==> config.mk <==
export PLATFORM = sky130hd
export DESIGN_NAME = osc_mixer
export DESIGN_NICKNAME = d
export VERILOG_FILES = /design/src/rtl/osc_mixer_pkg.sv /design/src/rtl/osc_mix_divider.sv /design/src/rtl/osc_mixer.sv
export SDC_FILE = /design/constraint.sdc
export NUM_CORES = 1
export LEC_CHECK = 0
export BUFFER_PORTS_ARGS = -buffer_cell sky130_fd_sc_hd__buf_4
export CAP_MARGIN = 20
export CORE_MARGIN = 8
export CORE_UTILIZATION = 53
export CTS_CLUSTER_DIAMETER = 30
export DETAILED_ROUTE_END_ITERATION = 6
export PLACE_DENSITY = 0.89
export SYNTH_ARGS = -nofsm -noshare
export SYNTH_HDL_FRONTEND = slang
export SYNTH_SLANG_ARGS = --single-unit
==> constraint.sdc <==
create_clock -name clk_in -period 5.22 [get_ports clk_in]
set_clock_uncertainty 0.2 [all_clocks]
set_input_delay 1.566 -clock clk_in [delete_from_list [all_inputs] [get_ports clk_in]]
set_output_delay 1.566 -clock clk_in [all_outputs]
set_load 0.01 [all_outputs]
==> src/rtl/osc_mixer_pkg.sv <==
// Shared definitions for the oscillator mixer: FSM state type, accumulator
// sizing and offset-binary midpoint helper. Used by osc_mixer and, when
// OSC_MIXER_NORMALIZE_EN is defined, by osc_mix_divider's instantiation.
package osc_mixer_pkg;

    typedef enum logic [1:0] {
        IDLE,
        ACCUM,
        SCALE,
        OUT
    } mixer_state_t;

    localparam int DEFAULT_NUM_OSCILLATORS = 4;
    localparam int DEFAULT_SAMPLE_WIDTH    = 16;

    // Signed accumulator width: one sign bit plus headroom for summing every lane.
    function automatic int acc_width_of(input int sample_width, input int num_osc);
        return sample_width + $clog2(num_osc) + 1;
    endfunction

    // Offset-binary midpoint; adding or subtracting it is the same as flipping the MSB.
    function automatic int midpoint_of(input int sample_width);
        return 1 << (sample_width - 1);
    endfunction

    localparam int ACC_WIDTH = acc_width_of(DEFAULT_SAMPLE_WIDTH, DEFAULT_NUM_OSCILLATORS);

endpackage

==> src/rtl/osc_mix_divider.sv <==
// Unsigned sequential restoring divider with a start/done handshake.
// The first quotient bit is resolved in the same cycle that start_in is
// sampled, so done_out is high DIVIDEND_W cycles after start_in. It is
// only instantiated when OSC_MIXER_NORMALIZE_EN is defined.
module osc_mix_divider #(
    parameter int DIVIDEND_W = 19,
    parameter int DIVISOR_W  = 3
) (
    input  logic                  clk_in,
    input  logic                  rst_in,
    input  logic                  start_in,
    input  logic [DIVIDEND_W-1:0] dividend_in,
    input  logic [DIVISOR_W-1:0]  divisor_in,
    output logic [DIVIDEND_W-1:0] quotient_out,
    output logic                  done_out
);

    localparam int STEP_W = $clog2(DIVIDEND_W + 1);

    logic [DIVIDEND_W-1:0] quo_q;
    logic [DIVISOR_W-1:0]  rem_q;
    logic [DIVISOR_W-1:0]  div_q;
    logic [STEP_W-1:0]     steps_q;
    logic                  busy_q;

    logic [DIVIDEND_W-1:0] src_quo;
    logic [DIVISOR_W-1:0]  src_rem;
    logic [DIVISOR_W-1:0]  src_div;
    logic [DIVISOR_W:0]    trial;
    logic [DIVISOR_W-1:0]  rem_next;
    logic [DIVIDEND_W-1:0] quo_next;
    logic                  quo_bit;

    // One restoring step: shift the next dividend bit into the remainder and subtract if it fits.
    always_comb begin
        src_quo  = start_in ? dividend_in : quo_q;
        src_rem  = start_in ? '0 : rem_q;
        src_div  = start_in ? divisor_in : div_q;
        trial    = {src_rem, src_quo[DIVIDEND_W-1]};
        quo_bit  = 1'b0;
        rem_next = DIVISOR_W'(trial);
        if (trial >= {1'b0, src_div}) begin
            quo_bit  = 1'b1;
            rem_next = DIVISOR_W'(trial - {1'b0, src_div});
        end
        quo_next = {src_quo[DIVIDEND_W-2:0], quo_bit};
    end

    // Iteration register: load on start, step until all dividend bits are consumed.
    always_ff @(posedge clk_in) begin
        if (rst_in) begin
            quo_q   <= '0;
            rem_q   <= '0;
            div_q   <= '0;
            steps_q <= '0;
            busy_q  <= 1'b0;
        end else if (start_in) begin
            quo_q   <= quo_next;
            rem_q   <= rem_next;
            div_q   <= divisor_in;
            steps_q <= STEP_W'(DIVIDEND_W - 1);
            busy_q  <= 1'b1;
        end else if (busy_q) begin
            if (steps_q != '0) begin
                quo_q   <= quo_next;
                rem_q   <= rem_next;
                steps_q <= steps_q - STEP_W'(1);
            end else begin
                busy_q <= 1'b0;
            end
        end
    end

    assign done_out     = busy_q && (steps_q == '0);
    assign quotient_out = quo_q;

endmodule

==> src/rtl/osc_mixer.sv <==
// Oscillator mixer: once per sample_tick_in, visits one lane per clock,
// sums the enabled lanes as signed samples, scales, saturates and presents
// an offset-binary result with a one-cycle valid pulse.
// Optional feature macro OSC_MIXER_NORMALIZE_EN: divide by the number of
// active lanes instead of shifting by log2 of the lane count.
module osc_mixer
    import osc_mixer_pkg::*;
#(
    parameter int NUM_OSCILLATORS = DEFAULT_NUM_OSCILLATORS,
    parameter int SAMPLE_WIDTH    = DEFAULT_SAMPLE_WIDTH
) (
    input  logic                                          clk_in,
    input  logic                                          rst_in,
    input  logic                                          sample_tick_in,
    input  logic [NUM_OSCILLATORS-1:0]                    osc_is_on_in,
    input  logic [NUM_OSCILLATORS-1:0][SAMPLE_WIDTH-1:0]  osc_data_in,
    output logic [SAMPLE_WIDTH-1:0]                       mix_data_out,
    output logic                                          mix_valid_out,
    output logic [$clog2(NUM_OSCILLATORS+1)-1:0]          active_cnt_out,
    output logic                                          busy_out,
    output logic                                          overrun_out
);

    localparam int ACC_W  = acc_width_of(SAMPLE_WIDTH, NUM_OSCILLATORS);
    localparam int CNT_W  = $clog2(NUM_OSCILLATORS + 1);
    localparam int LANE_W = $clog2(NUM_OSCILLATORS);
    localparam logic [LANE_W-1:0]       LAST_LANE = LANE_W'(NUM_OSCILLATORS - 1);
    localparam logic [SAMPLE_WIDTH-1:0] MIDPOINT  = SAMPLE_WIDTH'(midpoint_of(SAMPLE_WIDTH));
    localparam logic signed [ACC_W-1:0] SAT_MAX   = ACC_W'(midpoint_of(SAMPLE_WIDTH) - 1);
    localparam logic signed [ACC_W-1:0] SAT_MIN   = -SAT_MAX - ACC_W'(1);

    mixer_state_t state, state_next;

    logic [NUM_OSCILLATORS-1:0] on_q;
    logic signed [ACC_W-1:0]    acc;
    logic [CNT_W-1:0]           count;
    logic [LANE_W-1:0]          lane;
    logic [SAMPLE_WIDTH-1:0]    lane_data;
    logic signed [ACC_W-1:0]    lane_ext;
    logic signed [ACC_W-1:0]    scaled;
    logic [SAMPLE_WIDTH-1:0]    result_sat;
    logic                       scale_done;

    // Offset-binary to signed: flip the MSB, then sign-extend to the accumulator width.
    assign lane_data = osc_data_in[lane];
    assign lane_ext  = {{(ACC_W-SAMPLE_WIDTH){~lane_data[SAMPLE_WIDTH-1]}},
                        ~lane_data[SAMPLE_WIDTH-1], lane_data[SAMPLE_WIDTH-2:0]};

`ifdef OSC_MIXER_NORMALIZE_EN
    logic                 acc_neg;
    logic [ACC_W-1:0]     acc_mag;
    logic [ACC_W-1:0]     quotient;
    logic                 div_start;
    logic                 div_done;
    logic                 scale_first;

    assign acc_neg   = acc[ACC_W-1];
    assign acc_mag   = acc_neg ? -acc : acc;
    assign div_start = (state == SCALE) && scale_first;

    osc_mix_divider #(
        .DIVIDEND_W (ACC_W),
        .DIVISOR_W  (CNT_W)
    ) u_divider (
        .clk_in       (clk_in),
        .rst_in       (rst_in),
        .start_in     (div_start),
        .dividend_in  (acc_mag),
        .divisor_in   (count),
        .quotient_out (quotient),
        .done_out     (div_done)
    );

    // Flags the first SCALE cycle so the divider is started exactly once per mix.
    always_ff @(posedge clk_in) begin
        if (rst_in) begin
            scale_first <= 1'b0;
        end else begin
            scale_first <= (state == ACCUM) && (lane == LAST_LANE);
        end
    end

    // Divide the magnitude by the active lane count and restore the sign; no lanes gives zero.
    always_comb begin
        scaled     = '0;
        scale_done = div_done;
        if (count != '0) begin
            scaled = acc_neg ? -$signed(quotient) : $signed(quotient);
        end
    end
`else
    localparam int SHIFT = $clog2(NUM_OSCILLATORS);

    // Fixed attenuation by the lane count rounded up to a power of two; completes in one cycle.
    always_comb begin
        scaled     = acc >>> SHIFT;
        scale_done = 1'b1;
    end
`endif

    // Clamp the scaled value to the signed sample range.
    always_comb begin
        result_sat = scaled[SAMPLE_WIDTH-1:0];
        if (scaled > SAT_MAX) begin
            result_sat = SAT_MAX[SAMPLE_WIDTH-1:0];
        end else if (scaled < SAT_MIN) begin
            result_sat = SAT_MIN[SAMPLE_WIDTH-1:0];
        end
    end

    // FSM state register.
    always_ff @(posedge clk_in) begin
        if (rst_in) begin
            state <= IDLE;
        end else begin
            state <= state_next;
        end
    end

    // FSM next-state logic: IDLE -> ACCUM -> SCALE -> OUT -> IDLE.
    always_comb begin
        state_next = state;
        unique case (state)
            IDLE:    if (sample_tick_in) state_next = ACCUM;
            ACCUM:   if (lane == LAST_LANE) state_next = SCALE;
            SCALE:   if (scale_done) state_next = OUT;
            OUT:     state_next = IDLE;
            default: state_next = IDLE;
        endcase
    end

    // FSM outputs: valid is the single OUT cycle, busy covers every non-IDLE cycle.
    always_comb begin
        busy_out      = (state != IDLE);
        mix_valid_out = (state == OUT);
    end

    // Datapath: snapshot enables, accumulate one lane per cycle, register the result entering OUT.
    always_ff @(posedge clk_in) begin
        if (rst_in) begin
            on_q           <= '0;
            acc            <= '0;
            count          <= '0;
            lane           <= '0;
            mix_data_out   <= MIDPOINT;
            active_cnt_out <= '0;
            overrun_out    <= 1'b0;
        end else begin
            if (sample_tick_in && (state != IDLE)) begin
                overrun_out <= 1'b1;
            end
            unique case (state)
                IDLE: begin
                    if (sample_tick_in) begin
                        on_q  <= osc_is_on_in;
                        acc   <= '0;
                        count <= '0;
                        lane  <= '0;
                    end
                end
                ACCUM: begin
                    if (on_q[lane]) begin
                        acc   <= acc + lane_ext;
                        count <= count + CNT_W'(1);
                    end
                    lane <= (lane == LAST_LANE) ? '0 : lane + LANE_W'(1);
                end
                SCALE: begin
                    if (scale_done) begin
                        mix_data_out   <= {~result_sat[SAMPLE_WIDTH-1], result_sat[SAMPLE_WIDTH-2:0]};
                        active_cnt_out <= count;
                    end
                end
                OUT: begin
                end
                default: begin
                end
            endcase
        end
    end

endmodule

==> metrics.csv <==
stage,metric,value,unit
status,outcome,completed,
finish,layout.cells.most_common,buf_4,
sta,clock.fmax,218,MHz
finish,area_growth,24.9,%
clock_network,cts_repair_resize_count,0,
grt,via_count_of_the_first_global_routing_pass,3073,
synth,ys_seq_elements,50,
synth,synth-compound-area-share,21.9,%
sta,grt_setup_unrepaired,false,
sta,relSlewSlack,29.7,%
drt,routed-via-count,3106,
synth,yosys.area_share.xor_xnor,2.91,%
clock_network,path_clk_slew,80,ps
drt,detailedRoute.firstIterationViolations,193,
floorplanning,die_w,95.0,um
drt,drc,0,
synth,yosys_warns,0,
grt,grt_use_total,17.9,%
clock_network,postCtsSetupRepairBufs,0,
finish,antenna-diode-count,0,
drt,wl_per_cell,14.8,um
sta,least_setup_slack_across_all_paths_after_layout,630,ps
worst_hold_path,holdCritPathClass,flip-flop to flip-flop,
sta,slew_viol_final,0,
power_and_ir_drop,leakagePower,1.72,nW
sta,final_min_period_over_clock_period,87.9,%
placed_design,placed_cell_area,0.00402,mm2
finish,layout-drive-gt1-share,27.2,%
setup_path,timing.critical_path.arrival,4540,ps
grt,grt_antenna_before_repair,0,
grt,grt_start_max_net_pins,49,
synth,synth_top_family_by_area,compound AO/OA/AOI/OAI gates,
power_and_ir_drop,vdd_drop_max,0.210,mV
power_and_ir_drop,p_total,1.62,mW
clock_network,clock_path_buffers,2,
sta,timing.final.setup_violations,0,
synth,syn_avg_cell_area,8.60,um2
sta,final.min_clock_period,4590,ps
worst_hold_path,hold_path_startpoint,acc[0],
setup_path,end_kind,flip-flop,
sta,hold_violations,0,
grt,grt.overflow.total,0,
clock_network,cts_tree,yes,
finish,most-common-layout-cells,"95 x buf_4, 52 x nor2_1, 50 x dfxtp_1",
synth,post_synth_fa_ha_maj_area_fraction,9.67,%
finish,filler_cell_count,467,
floorplanning,io-pin-count,93,
synth,synthesis.area,0.00331,mm2
sta,max_slew.worst_pin.slew,1060,ps
sta,final.setup.tns,0,ps
synth,commonest_register_cell_after_synthesis,dfxtp_1,
synth,synthArstFlopShare,0,%
placed_design,place_worst_setup_slack,350,ps
placed_design,place.gp.congestion,0.779,
finish,num-nets-final,559,
clock_network,numClockSinks,50,
setup_path,worstRegToRegCells,12,
synth,syn_inst,385,
setup_path,timing_worst_setup_path_type,input port to flip-flop,
setup_path,crit_start,osc_data_in[48],
drt,drtAntennaViolNets,0,
clock_network,htreeDepth,2,
clock_network,ctsHoldBuffers,0,
job,maxCapViolations,0,
drt,detailedRoute.firstPassIterationCount,5,
setup_path,r2r-start,lane[0],
synth,synth_cell_type_count,52,
grt,first_pass_grt_wire_length,13300,um
clock_network,clk_latency,300,ps
drt,vias_per_cell,5.77,
floorplanning,chipHeight,95.0,um
synth,synth_enable_flop_cells,0,
floorplanning,number_of_rows_created_at_floorplan,28,
power_and_ir_drop,cellPowerDensity,392,mW/mm2
synth,synth_nets,481,
setup_path,worstPathRequired,5170,ps
synth,yosys.area_share.simple,17.6,%
sta,finalHoldWorstSlack,270,ps
synth,yosysSeqAreaShare,30.2,%
floorplanning,floorplan.die_area,0.00903,mm2
floorplanning,start_util,55.3,%
clock_network,total_cts_buffers,5,
setup_path,cp_max_fo,4,
floorplanning,core_footprint,0.00599,mm2
worst_hold_path,min_path_cells,2,
placed_design,place.port_buffers,92,
drt,drt_wirelength,7950,um
finish,stdcell_area,0.00413,mm2
synth,multiplexer_share_of_the_synthesized_area,13.1,%
setup_path,startpoint_type,input port,
clock_network,ctsRootBufferMaster,clkbuf_8,
placed_design,place.detailed.hpwl,6340,um
## through the flow
step | std cells | util [%]
3_3_place_gp | 531 | 67.1
2_1_floorplan | 385 | -
3_5_place_dp | 531 | 67.1
4_1_cts | 538 | 69.0
5_1_grt | 538 | 69.0
6_report | 538 | 69.0
## report_power, final
part	switching [mW]	total, mW	leakage, nW	internal (mW)
registers	0.0685	0.532	0.406	0.463
clock network	0.120	0.273	0.0573	0.153
logic	0.447	0.816	1.26	0.369
total	0.635	1.62	1.72	0.985
## sequential cells by signal, indices dropped and copies added, names as in the netlist
register / count
count: 3
active_cnt_out: 3
acc: 19
state: 2
mix_data_out: 16
on_q: 4
lane: 2
overrun_out: 1
## per-layer routing
| metal | vias up | track usage [%] | routed length [um] |
|---|---|---|---|
| met5 | - | 0 | 0 |
| met4 | 0 | 4.81 | 101 |
| met3 | 9 | 3.93 | 515 |
| met2 | 82 | 31.2 | 3890 |
| met1 | 1443 | 21.7 | 3440 |
| li1 | 1572 | - | - |
## worst max-delay path, stage by stage
cell and delay [ps]:
buf_4 100, mux4_2 450, ha_1 220, fa_1 430, a211oi_2 270, nor2_1 100
o311a_4 330, o41ai_2 370, o21ai_1 150, o41a_1 350, o21ai_0 90, o311ai_1 110
## cell usage after synthesis (5+ instances only)
library cell,n,share of area (%)
a21o_1,5,1.1
nand2_1,37,4.2
a22o_1,6,1.6
o21ai_0,23,3.5
mux2i_1,5,1.5
mux4_2,17,12
nor3_1,11,1.7
buf_1,5,0.57
ha_1,24,9.1
inv_1,15,1.7
o211ai_1,15,3.4
dfxtp_1,50,30
nor2_1,52,5.9
nand3_1,14,2.1
xnor2_1,8,2.1
o21bai_1,5,1.1
a21oi_1,27,4.1
clkbuf_1,16,1.8
## final cells by class
class / instances / area, um2 / area share, %
flip-flops and latches: 50 / 1000 / 24.2
clock inverters: 1 / 30.0 / 0.726
inverters: 15 / 56.3 / 1.36
multi-input cells: 296 / 2160 / 52.2
well taps: 75 / 93.8 / 2.27
clock buffers: 6 / 82.6 / 2.00
repair buffers: 95 / 713 / 17.3
## logic make-up (layout without fill, tap and decap cells)
group / count (synthesis) / in the layout
xor+xnor: 11 / 11
mux: 22 / 22
simple gates: 132 / 132
compound gates: 106 / 106
buf+inv: 39 / 117
fa+ha+maj: 25 / 25
flops: 50 / 50
## worst paths after layout
kind / endpoint / slack [ps]
setup / recovery: acc[18] / 630
hold / removal: acc[0] / 270
setup reg to reg: acc[18] / 1260
hold reg to reg: acc[0] / 270
Power figures use the tool's default switching activity.
